<file path="src/rtl/mem_if_pkg.sv">
// Shared definitions for the memory_if initiator.
//   state_e          : initiator FSM states (IDLE / ACCESS / DONE)
//   DEF_*            : default bus geometry and timeout
//   addr_in_range()  : local address check against the populated word count
package mem_if_pkg;

    typedef enum logic [1:0] {
        ST_IDLE   = 2'd0,
        ST_ACCESS = 2'd1,
        ST_DONE   = 2'd2
    } state_e;

    localparam int unsigned DEF_ADDR_WIDTH = 4;
    localparam int unsigned DEF_DATA_WIDTH = 32;
    localparam int unsigned DEF_MEM_SIZE   = 16;
    localparam int unsigned DEF_TIMEOUT    = 15;

    function automatic logic addr_in_range(input logic [31:0] addr,
                                           input int unsigned mem_size);
        return (addr < mem_size);
    endfunction

endpackage

</file>
<file path="src/rtl/mem_timeout_ctr.sv">
// Access-cycle counter for the memory_if initiator.
//   clk_i, reset_ni : clock, async active-low reset
//   clear_i         : force count to zero (has priority over enable_i)
//   enable_i        : count one more access cycle (saturates at TIMEOUT)
//   expired_o       : the current cycle is the TIMEOUT-th access cycle, so a
//                     missing response at the next edge ends the access
module mem_timeout_ctr #(
    parameter int unsigned TIMEOUT = 15
) (
    input  logic clk_i,
    input  logic reset_ni,
    input  logic clear_i,
    input  logic enable_i,
    output logic expired_o
);

    localparam int unsigned CW = $clog2(TIMEOUT + 1);

    logic [CW-1:0] cnt_q;
    logic [CW-1:0] cnt_d;

    always_comb begin
        cnt_d = cnt_q;
        if (clear_i) begin
            cnt_d = '0;
        end else if (enable_i && (cnt_q != CW'(TIMEOUT))) begin
            cnt_d = cnt_q + 1'b1;
        end
    end

    always_ff @(posedge clk_i or negedge reset_ni) begin
        if (!reset_ni) begin
            cnt_q <= '0;
        end else begin
            cnt_q <= cnt_d;
        end
    end

    // cnt_q holds the number of completed access cycles, so the TIMEOUT-th
    // cycle is the one where cnt_q == TIMEOUT-1.
    assign expired_o = (cnt_q >= CW'(TIMEOUT - 1));

endmodule

</file>
<file path="src/rtl/mem_bus_initiator.sv">
// Initiator end of memory_if: one outstanding single-beat command at a time.
//   clk_i, reset_ni          : clock, async active-low reset
//   cmd_valid_i/cmd_ready_o  : client command handshake
//   cmd_wr_i, cmd_addr_i,
//   cmd_wdata_i              : command (1 = write), address, write data
//   rsp_valid_o              : one-cycle completion pulse
//   rsp_err_o                : timeout or out-of-range, qualifies rsp_valid_o
//   rsp_rdata_o              : read data (reads without error)
//   mem_wr_o, mem_rd_o,
//   mem_addr_o, mem_wdata_o  : memory_if strobes, address and write data
//   mem_rdata_i,
//   mem_response_i           : memory_if read data and transfer-complete
//
// state  | meaning
// IDLE   | ready for a command, bus strobes low
// ACCESS | one strobe held high, waiting for response or timeout
// DONE   | rsp_valid pulse, bus idle for one cycle before next command
module mem_bus_initiator
    import mem_if_pkg::*;
#(
    parameter int unsigned ADDR_WIDTH = DEF_ADDR_WIDTH,
    parameter int unsigned DATA_WIDTH = DEF_DATA_WIDTH,
    parameter int unsigned MEM_SIZE   = DEF_MEM_SIZE,
    parameter int unsigned TIMEOUT    = DEF_TIMEOUT
) (
    input  logic                  clk_i,
    input  logic                  reset_ni,
    input  logic                  cmd_valid_i,
    output logic                  cmd_ready_o,
    input  logic                  cmd_wr_i,
    input  logic [ADDR_WIDTH-1:0] cmd_addr_i,
    input  logic [DATA_WIDTH-1:0] cmd_wdata_i,
    output logic                  rsp_valid_o,
    output logic                  rsp_err_o,
    output logic [DATA_WIDTH-1:0] rsp_rdata_o,
    output logic                  mem_wr_o,
    output logic                  mem_rd_o,
    output logic [ADDR_WIDTH-1:0] mem_addr_o,
    output logic [DATA_WIDTH-1:0] mem_wdata_o,
    input  logic [DATA_WIDTH-1:0] mem_rdata_i,
    input  logic                  mem_response_i
);

    state_e                  state_q;
    logic                    wr_q;
    logic [ADDR_WIDTH-1:0]   addr_q;
    logic [DATA_WIDTH-1:0]   wdata_q;
    logic                    cmd_ready_q;
    logic                    mem_wr_q;
    logic                    mem_rd_q;
    logic                    rsp_valid_q;
    logic                    rsp_err_q;
    logic [DATA_WIDTH-1:0]   rsp_rdata_q;
    logic                    expired;
    logic                    in_range;

    assign in_range = addr_in_range(32'(cmd_addr_i), MEM_SIZE);

    mem_timeout_ctr #(
        .TIMEOUT (TIMEOUT)
    ) u_timeout_ctr (
        .clk_i     (clk_i),
        .reset_ni  (reset_ni),
        .clear_i   (state_q != ST_ACCESS),
        .enable_i  (state_q == ST_ACCESS),
        .expired_o (expired)
    );

    always_ff @(posedge clk_i or negedge reset_ni) begin
        if (!reset_ni) begin
            state_q     <= ST_IDLE;
            wr_q        <= 1'b0;
            addr_q      <= '0;
            wdata_q     <= '0;
            cmd_ready_q <= 1'b0;
            mem_wr_q    <= 1'b0;
            mem_rd_q    <= 1'b0;
            rsp_valid_q <= 1'b0;
            rsp_err_q   <= 1'b0;
            rsp_rdata_q <= '0;
        end else begin
            case (state_q)
                ST_IDLE: begin
                    rsp_valid_q <= 1'b0;
                    rsp_err_q   <= 1'b0;
                    // cmd_ready stays low for the first cycle after reset
                    cmd_ready_q <= 1'b1;
                    if (cmd_valid_i && cmd_ready_q) begin
                        wr_q        <= cmd_wr_i;
                        addr_q      <= cmd_addr_i;
                        wdata_q     <= cmd_wdata_i;
                        cmd_ready_q <= 1'b0;
                        if (in_range) begin
                            state_q  <= ST_ACCESS;
                            mem_wr_q <= cmd_wr_i;
                            mem_rd_q <= !cmd_wr_i;
                        end else begin
                            // rejected locally: never touches the bus
                            state_q     <= ST_DONE;
                            rsp_valid_q <= 1'b1;
                            rsp_err_q   <= 1'b1;
                            rsp_rdata_q <= '0;
                        end
                    end
                end

                ST_ACCESS: begin
                    // response wins over a simultaneous timeout
                    if (mem_response_i) begin
                        state_q     <= ST_DONE;
                        mem_wr_q    <= 1'b0;
                        mem_rd_q    <= 1'b0;
                        rsp_valid_q <= 1'b1;
                        rsp_err_q   <= 1'b0;
                        rsp_rdata_q <= wr_q ? '0 : mem_rdata_i;
                    end else if (expired) begin
                        state_q     <= ST_DONE;
                        mem_wr_q    <= 1'b0;
                        mem_rd_q    <= 1'b0;
                        rsp_valid_q <= 1'b1;
                        rsp_err_q   <= 1'b1;
                        rsp_rdata_q <= '0;
                    end
                end

                ST_DONE: begin
                    state_q     <= ST_IDLE;
                    rsp_valid_q <= 1'b0;
                    rsp_err_q   <= 1'b0;
                    cmd_ready_q <= 1'b1;
                end

                default: begin
                    state_q     <= ST_IDLE;
                    mem_wr_q    <= 1'b0;
                    mem_rd_q    <= 1'b0;
                    rsp_valid_q <= 1'b0;
                    rsp_err_q   <= 1'b0;
                    cmd_ready_q <= 1'b0;
                end
            endcase
        end
    end

    assign cmd_ready_o = cmd_ready_q;
    assign rsp_valid_o = rsp_valid_q;
    assign rsp_err_o   = rsp_err_q;
    assign rsp_rdata_o = rsp_rdata_q;
    assign mem_wr_o    = mem_wr_q;
    assign mem_rd_o    = mem_rd_q;
    assign mem_addr_o  = addr_q;
    assign mem_wdata_o = wdata_q;

endmodule

</file>
<file path="config.mk">
export PLATFORM = sky130hd
export DESIGN_NAME = mem_bus_initiator
export DESIGN_NICKNAME = d
export VERILOG_FILES = /design/src/rtl/mem_if_pkg.sv /design/src/rtl/mem_timeout_ctr.sv /design/src/rtl/mem_bus_initiator.sv
export SDC_FILE = /design/constraint.sdc
export NUM_CORES = 1
export LEC_CHECK = 0
export ABC_CLOCK_PERIOD_IN_PS = 1850
export CORE_UTILIZATION = 40
export DETAILED_ROUTE_END_ITERATION = 16
export GPL_TIMING_DRIVEN = 0
export PLACE_DENSITY = 0.87
export SLEW_MARGIN = 40
export SYNTH_ARGS = -nofsm -noshare
export SYNTH_HDL_FRONTEND = slang
export SYNTH_SLANG_ARGS = --single-unit
</file>
<file path="constraint.sdc">
create_clock -name clk_i -period 1.85 [get_ports clk_i]
set_clock_uncertainty 0.05 [all_clocks]
set_input_delay 0.185 -clock clk_i [delete_from_list [all_inputs] [get_ports clk_i]]
set_output_delay 0.185 -clock clk_i [all_outputs]
set_load 0.02 [all_outputs]
</file>
==> parameters.txt, run 1 <==
Parameter                              Value

Status
  Run status ... finished, final reports clean

Drt
  Via density ... 4.829
  DR iter-0 viols ... 68
  Vias post-DR ... 2202
  Detailed-route wire length ... 6918 um
  Average detailed-routed wire length per instance ... 15.17 um
  DRC errors left ... 0
  Pre-antenna DRT Iters ... 4
  Antenna-violating nets left ... 0

Die
  Core area ... 7253 um^2
  Starting Density ... 41.47%
  Die span in x ... 88.72 um
  Die span in y ... 88.72 um
  FP Rows ... 31
  Overall die area ... 7870 um^2
  Boundary pin count ... 146

Setup path
  Maximum fanout along the worst path ... 10
  Crit end category ... flop
  Data required time of the worst path ... 2070 ps
  Startpoint Class ... flop
  Crit path arrival time ... 1970 ps
  Worst Path Class, Setup ... flop to flop

Pwr
  Net switching share of the total power ... 35.31%
  Register share of total power ... 36.3%
  Leakage Power ... 2.100 nW
  IR drop worst, VDD ... 1.007 mV
  Combinational power share ... 49.2%
  Internal power contribution ... 5.466 mW
  Power dissipated by switching net loads ... 2.983 mW
  Part of the total power dissipated in the clock network ... 14.4%
  Total power density per cell area ... 1753 nW/um^2

GRT
  Total overflow reported by the global router ... 0
  Largest net degree at the start of global routing ... 48
  GRT Overall Usage ... 18.37%
  Number of global-route vias before repair ... 2334
  Antenna violations before repair ... 0
  First-pass GRT wire length ... 10900 um

Logic synthesis
  Number of warnings reported in the yosys synthesis log ... 0
  Netlist area before placement ... 3008 um^2
  Mapped Nets ... 269
  Number of instances in the synthesized netlist ... 194
  Post-synthesis area per instance ... 15.50 um^2
  Seq/Total Area, Yosys ... 66.56%
  Total of flip-flops plus latches after synthesis ... 80
  Count of distinct cell types in the synthesized netlist ... 27

Placed design
  Final HPWL from detailed placement ... 5199 um
  Input/output buffers ... 145
  Routability-driven placement congestion ratio ... 0.7577
  Post-Place Cells ... 439
  Pre-CTS WS ... -93.54 ps
  Placed standard-cell area ... 4612 um^2

Layout
  Share of post-route cells with drive strength above 1 ... 18.49%
  N_diodes ... 0
  Non-filler instance count after layout ... 456
  Nets ... 427
  Final design area excluding fillers ... 4820 um^2
  Util after Layout ... 66.45%
  Area growth from synthesis to layout ... 60.23%

Clock tree
  CTS H-Tree Depth ... 3
  Clock buffer count from CTS ... 9
  Clock-pin slew reported for the worst setup and hold paths after clock tree synthesis ... 80 ps
  Sink Count ... 80
  Buffer cell driving the clock tree root ... sky130_fd_sc_hd__clkbuf_8
  Max Root-Sink Buffers ... 2
  CTS tree ... done
  Source-to-sink clock delay at the later pin of the worst-skew pair ... 320 ps

Timing
  Number of pins exceeding their max-slew limit in the final report ... 0
  Fraction of the cycle the final worst path needs ... 94.81%
  Time the final worst path needs with I/O delays and setup ... 1754 ps
  Setup repair after global routing missed its margin ... false
  Worst Tran Pin Value ... 432.0 ps
  Achievable clock frequency ... 0.5701 GHz
  Hold Slack ... 258.4 ps
  Worst slew slack as a fraction of its limit ... 70.98%
  Final Hold Viols ... 0
  Worst setup margin ... 95.98 ps
  Final setup violation count ... 0

Hold path
  Tightest Hold Check Type ... primary input to asynchronous set/reset pin

Run
  Max-capacitance violation count ... 0
## power by group through the flow
stage          Sequential, mW  Clock (mW)  Combinational [mW]
5_1_grt                  3.17        1.35                4.39
4_1_cts                  3.08        1.27                4.21
3_3_place_gp             3.06           0                4.09
6_report                 3.07        1.22                4.16
2_1_floorplan            4.03           0                1.16
3_5_place_dp             3.09           0                4.19
## area by class of cell
cell class                      count  area (um^2)
Buffer                             10        67.56
Tap cell                           99        123.9
Timing Repair Buffer              147         1490
Inverter                            3        11.26
Sequential cell                    80         2002
Multi-Input combinational cell    101        935.9
Clock inverter                      5        57.56
Fill cell                         585         2434
Clock buffer                       11        131.4
## Yosys cell counts
master,number,share of area (%)
sky130_fd_sc_hd__a211oi_1,2,0.50
sky130_fd_sc_hd__a21oi_1,1,0.17
sky130_fd_sc_hd__a221o_1,1,0.33
sky130_fd_sc_hd__a22o_1,32,9.3
sky130_fd_sc_hd__a31oi_1,1,0.21
sky130_fd_sc_hd__buf_2,5,0.83
sky130_fd_sc_hd__buf_4,5,1.2
sky130_fd_sc_hd__dfrtp_1,80,67
sky130_fd_sc_hd__ha_1,2,0.83
sky130_fd_sc_hd__inv_1,3,0.37
sky130_fd_sc_hd__mux2_1,2,0.75
sky130_fd_sc_hd__mux2_2,35,13
sky130_fd_sc_hd__mux2i_1,1,0.33
sky130_fd_sc_hd__nand2b_1,1,0.21
sky130_fd_sc_hd__nand2b_2,1,0.29
sky130_fd_sc_hd__nand3_1,2,0.33
sky130_fd_sc_hd__nand3b_4,1,0.67
sky130_fd_sc_hd__nor2_1,5,0.62
sky130_fd_sc_hd__nor2b_1,2,0.42
sky130_fd_sc_hd__nor3_1,5,0.83
sky130_fd_sc_hd__nor3b_4,1,0.62
sky130_fd_sc_hd__o211a_1,1,0.33
sky130_fd_sc_hd__o21ai_0,1,0.17
sky130_fd_sc_hd__o21ai_1,1,0.17
sky130_fd_sc_hd__o2bb2ai_1,1,0.29
sky130_fd_sc_hd__or2_2,1,0.21
sky130_fd_sc_hd__xnor2_1,1,0.29
## stage by stage
step	total power, mW	setup TNS (ps)
after floorplan	5.183	0
after global placement	7.147	-169420
after detailed placement	7.282	-1237
after CTS	8.552	0
after global routing	8.911	0
final	8.449	0
## registers in the layout, summed over array words and instances (netlist names)
name and flops:
state_q 2, rsp_err_o 1, cmd_ready_o 1, rsp_rdata_o 32, wr_q 1, mem_wr_o 1
u_timeout_ctr.cnt_q 4, mem_rd_o 1, rsp_valid_o 1, mem_wdata_o 32, mem_addr_o 4
## per-layer routing
| metal | global-route usage (%) | wire length [um] | vias up |
|---|---|---|---|
| li1 | - | - | 1031 |
| met1 | 22.66 | 2909 | 1085 |
| met2 | 31.33 | 3567 | 78 |
| met3 | 3.918 | 351 | 8 |
| met4 | 7.771 | 91 | 0 |
| met5 | 0 | 0 | - |
## cell families after synthesis
family / count (synthesis) / share of synthesized area, %
and+or+nand+nor: 19 / 4.202
DFF: 80 / 66.56
adders and majority gates: 2 / 0.8318
xor gates and xnor gates: 1 / 0.2912
muxes: 38 / 14.18
AOI/OAI and AO/OA: 41 / 11.48
buffers and inverters: 13 / 2.454
## repair_timing
item	4_1_cts	5_1_grt
hold endpoints to repair	33	0
setup buffers	0	0
resized for setup	1	2
cloned	0	0
hold buffers	1	0
setup endpoints to repair	29	8
## cells in the final DEF (no fill, tap or decap), types with 2 or more instances in the layout
cell type,count
sky130_fd_sc_hd__a211oi_1,2
sky130_fd_sc_hd__a22o_1,32
sky130_fd_sc_hd__buf_2,3
sky130_fd_sc_hd__buf_4,5
sky130_fd_sc_hd__clkbuf_1,2
sky130_fd_sc_hd__clkbuf_4,2
sky130_fd_sc_hd__clkbuf_8,9
sky130_fd_sc_hd__clkdlybuf4s50_1,144
sky130_fd_sc_hd__clkinvlp_4,3
sky130_fd_sc_hd__dfrtp_1,80
sky130_fd_sc_hd__ha_1,2
sky130_fd_sc_hd__inv_1,3
sky130_fd_sc_hd__mux2_1,2
sky130_fd_sc_hd__mux2_2,35
sky130_fd_sc_hd__nand3_1,2
sky130_fd_sc_hd__nor2_1,5
sky130_fd_sc_hd__nor2b_1,2
sky130_fd_sc_hd__nor3_1,5
## critical path, stage by stage, from the launching register on
cell and delay, ps:
sky130_fd_sc_hd__dfrtp_1 410, sky130_fd_sc_hd__inv_1 60, sky130_fd_sc_hd__ha_1 210, sky130_fd_sc_hd__o211a_1 270
sky130_fd_sc_hd__o21ai_2 260, sky130_fd_sc_hd__buf_2 280, sky130_fd_sc_hd__a22o_1 170
## path summary, 6_finish.rpt
path,start,end,slack [ps],cells after the start
max in group asynchronous,reset_ni,state_q[1]$_DFFE_PN0P_,960,3
min in group clk_i,cmd_wdata_i[27],mem_wdata_o[27]$_DFFE_PN0P_,410,2
max reg2reg,u_timeout_ctr.cnt_q[0]$_DFFE_PN0P_,rsp_rdata_o[5]$_DFFE_PN0P_,100,6
min,reset_ni,rsp_rdata_o[25]$_DFFE_PN0P_,260,2
max,u_timeout_ctr.cnt_q[0]$_DFFE_PN0P_,rsp_rdata_o[5]$_DFFE_PN0P_,100,6
min reg2reg,mem_wdata_o[27]$_DFFE_PN0P_,mem_wdata_o[27]$_DFFE_PN0P_,450,1
Note: power is estimated with default switching activity, not from simulation.
==> inputs of run 2 (changes only) <==
Settings changed: CORE_MARGIN from default to 3, SKIP_LAST_GASP from default to 1.
==> run 2 against run 1 <==
Maximum frequency up 3.6%. Routed wire length increased by 7.8%. Sequential power about the same. Clock power shrank 17%.
==> parameters.txt, run 2 (synthesis gave the netlist of run 1 again) <==
Parameter                              Value

Status
  Run status ... finished, final reports clean

Timing
  Worst Tran Pin Value ... 378.5 ps
  Fraction of the cycle the final worst path needs ... 91.55%
  Hold Slack ... 267.4 ps
  Final Hold Viols ... 0
  Achievable clock frequency ... 0.5904 GHz
  Time the final worst path needs with I/O delays and setup ... 1694 ps
  Number of pins exceeding their max-slew limit in the final report ... 0
  Setup repair after global routing missed its margin ... false
  Final setup violation count ... 0
  Worst slew slack as a fraction of its limit ... 74.57%

GRT
  Antenna violations before repair ... 0
  Number of global-route vias before repair ... 2506
  GRT Overall Usage ... 18.06%
  Largest net degree at the start of global routing ... 51
  First-pass GRT wire length ... 12230 um
  Total overflow reported by the global router ... 0

Drt
  Vias post-DR ... 2223
  Detailed-route wire length ... 7457 um
  Average detailed-routed wire length per instance ... 16.57 um
  Pre-antenna DRT Iters ... 4
  Antenna-violating nets left ... 0
  Via density ... 4.940
  DRC errors left ... 0
  DR iter-0 viols ... 71

Pwr
  Register share of total power ... 37.2%
  Leakage Power ... 2.090 nW
  Total power density per cell area ... 1732 nW/um^2
  Power dissipated by switching net loads ... 2.962 mW
  Net switching share of the total power ... 35.80%
  Internal power contribution ... 5.310 mW
  Part of the total power dissipated in the clock network ... 12.3%
  IR drop worst, VDD ... 0.9071 mV
  Combinational power share ... 50.5%

Clock tree
  Count of buffers added by post-CTS timing repair for setup ... 0
  CTS H-Tree Depth ... 3
  CTS tree ... done
  Clock buffer count from CTS ... 9
  Buffer cell driving the clock tree root ... sky130_fd_sc_hd__clkbuf_8
  Source-to-sink clock delay at the later pin of the worst-skew pair ... 320 ps
  Clock-pin slew reported for the worst setup and hold paths after clock tree synthesis ... 70 ps
  Sink Count ... 80
  Max Root-Sink Buffers ... 2

Placed design
  Input/output buffers ... 145
  Routability-driven placement congestion ratio ... 0.7402
  Placed standard-cell area ... 4608 um^2
  Final HPWL from detailed placement ... 5630 um

Layout
  Nets ... 427
  Final design area excluding fillers ... 4776 um^2
  N_diodes ... 0
  Area growth from synthesis to layout ... 58.78%
  # fillers ... 570
  Share of post-route cells with drive strength above 1 ... 17.80%
  Most common cell after layout, fill and taps aside ... sky130_fd_sc_hd__clkdlybuf4s50_1
  Highest-count cells in the layout ignoring fill and taps ... 144 x sky130_fd_sc_hd__clkdlybuf4s50_1, 80 x sky130_fd_sc_hd__dfrtp_1, 35 x sky130_fd_sc_hd__mux2_2

Setup path
  Crit path arrival time ... 1900 ps
  Data required time of the worst path ... 2060 ps
  Startpoint Class ... flop
  Worst Path Class, Setup ... flop to flop
  Crit end category ... flop
  Maximum fanout along the worst path ... 10
  Setup slack of the worst register-to-register path ... 160 ps

Die
  Starting Density ... 42.62%
  Core area ... 7057 um^2
  Overall die area ... 8596 um^2
  Die span in y ... 92.72 um
  Boundary pin count ... 146
  Die span in x ... 92.72 um
  FP Rows ... 30

Hold path
  Tightest Hold Check Type ... primary input to asynchronous set/reset pin

Run
  Max-capacitance violation count ... 0
## run 2: cell type report
class / instances / area (um^2) / share of cell area [%]
clock buffers: 11 / 131.4 / 2.751
plain buffers: 10 / 67.56 / 1.415
inverters: 3 / 11.26 / 0.2358
well taps: 96 / 120.1 / 2.515
repair buffers: 147 / 1490 / 31.20
flip-flops and latches: 80 / 2002 / 41.92
clock inverters: 2 / 10.01 / 0.2096
multi-input cells: 101 / 943.4 / 19.75
## run 2: worst max-delay path: stages, from the launching register on
cell                      delay (ps)
sky130_fd_sc_hd__dfrtp_1         400
sky130_fd_sc_hd__inv_1            60
sky130_fd_sc_hd__ha_1            190
sky130_fd_sc_hd__o211a_1         290
sky130_fd_sc_hd__o21ai_4         210
sky130_fd_sc_hd__buf_2           260
sky130_fd_sc_hd__a22o_1          160
## run 2: power groups by stage
stage               Clock (mW)  Sequential, mW  Combinational, mW
floorplan                    0            4.03               1.16
global placement             0            3.06               4.12
detailed placement           0            3.09               4.22
CTS                       1.05            3.09               4.23
global route              1.13            3.19               4.42
finish                    1.01            3.08               4.18
## run 2: timing repair
item	CTS	global route
hold buffers	1	0
endpoints found under the setup margin	1	14
resized for setup	1	3
endpoints found under the hold margin	30	0
pin swaps	0	0
## run 2: worst paths after layout
kind                                                     from                          end  depth (start not counted)
hold / removal                                       reset_ni  mem_wdata_o[12]$_DFFE_PN0P_                          2
min in group clk_i                            mem_rdata_i[17]  rsp_rdata_o[17]$_DFFE_PN0P_                          2
max in group asynchronous                            reset_ni   rsp_rdata_o[1]$_DFFE_PN0P_                          3
setup / recovery           u_timeout_ctr.cnt_q[0]$_DFFE_PN0P_   rsp_rdata_o[1]$_DFFE_PN0P_                          6
hold reg to reg                   mem_wdata_o[26]$_DFFE_PN0P_  mem_wdata_o[26]$_DFFE_PN0P_                          1
setup reg to reg           u_timeout_ctr.cnt_q[0]$_DFFE_PN0P_   rsp_rdata_o[1]$_DFFE_PN0P_                          6
## run 2: through the flow
stage	TNS, ps	worst slack, ps	total power [mW]	util, %	std cells
2_1_floorplan	0	254.6	5.183	-	194
3_3_place_gp	-171040	-2138	7.177	64.89	435
3_5_place_dp	-377.6	-60.22	7.315	65.30	436
4_1_cts	0	114.4	8.363	67.50	450
5_1_grt	0	47.84	8.744	67.68	450
6_report	0	156.3	8.272	67.68	450
## run 2: metal layers
| metal | share of wire [%] | GRT usage [%] |
|---|---|---|
| met1 | 41 | 21.94 |
| met3 | 6.3 | 4.224 |
| met2 | 52 | 31.60 |
| met5 | 0 | 0 |
| met4 | 1.2 | 6.105 |
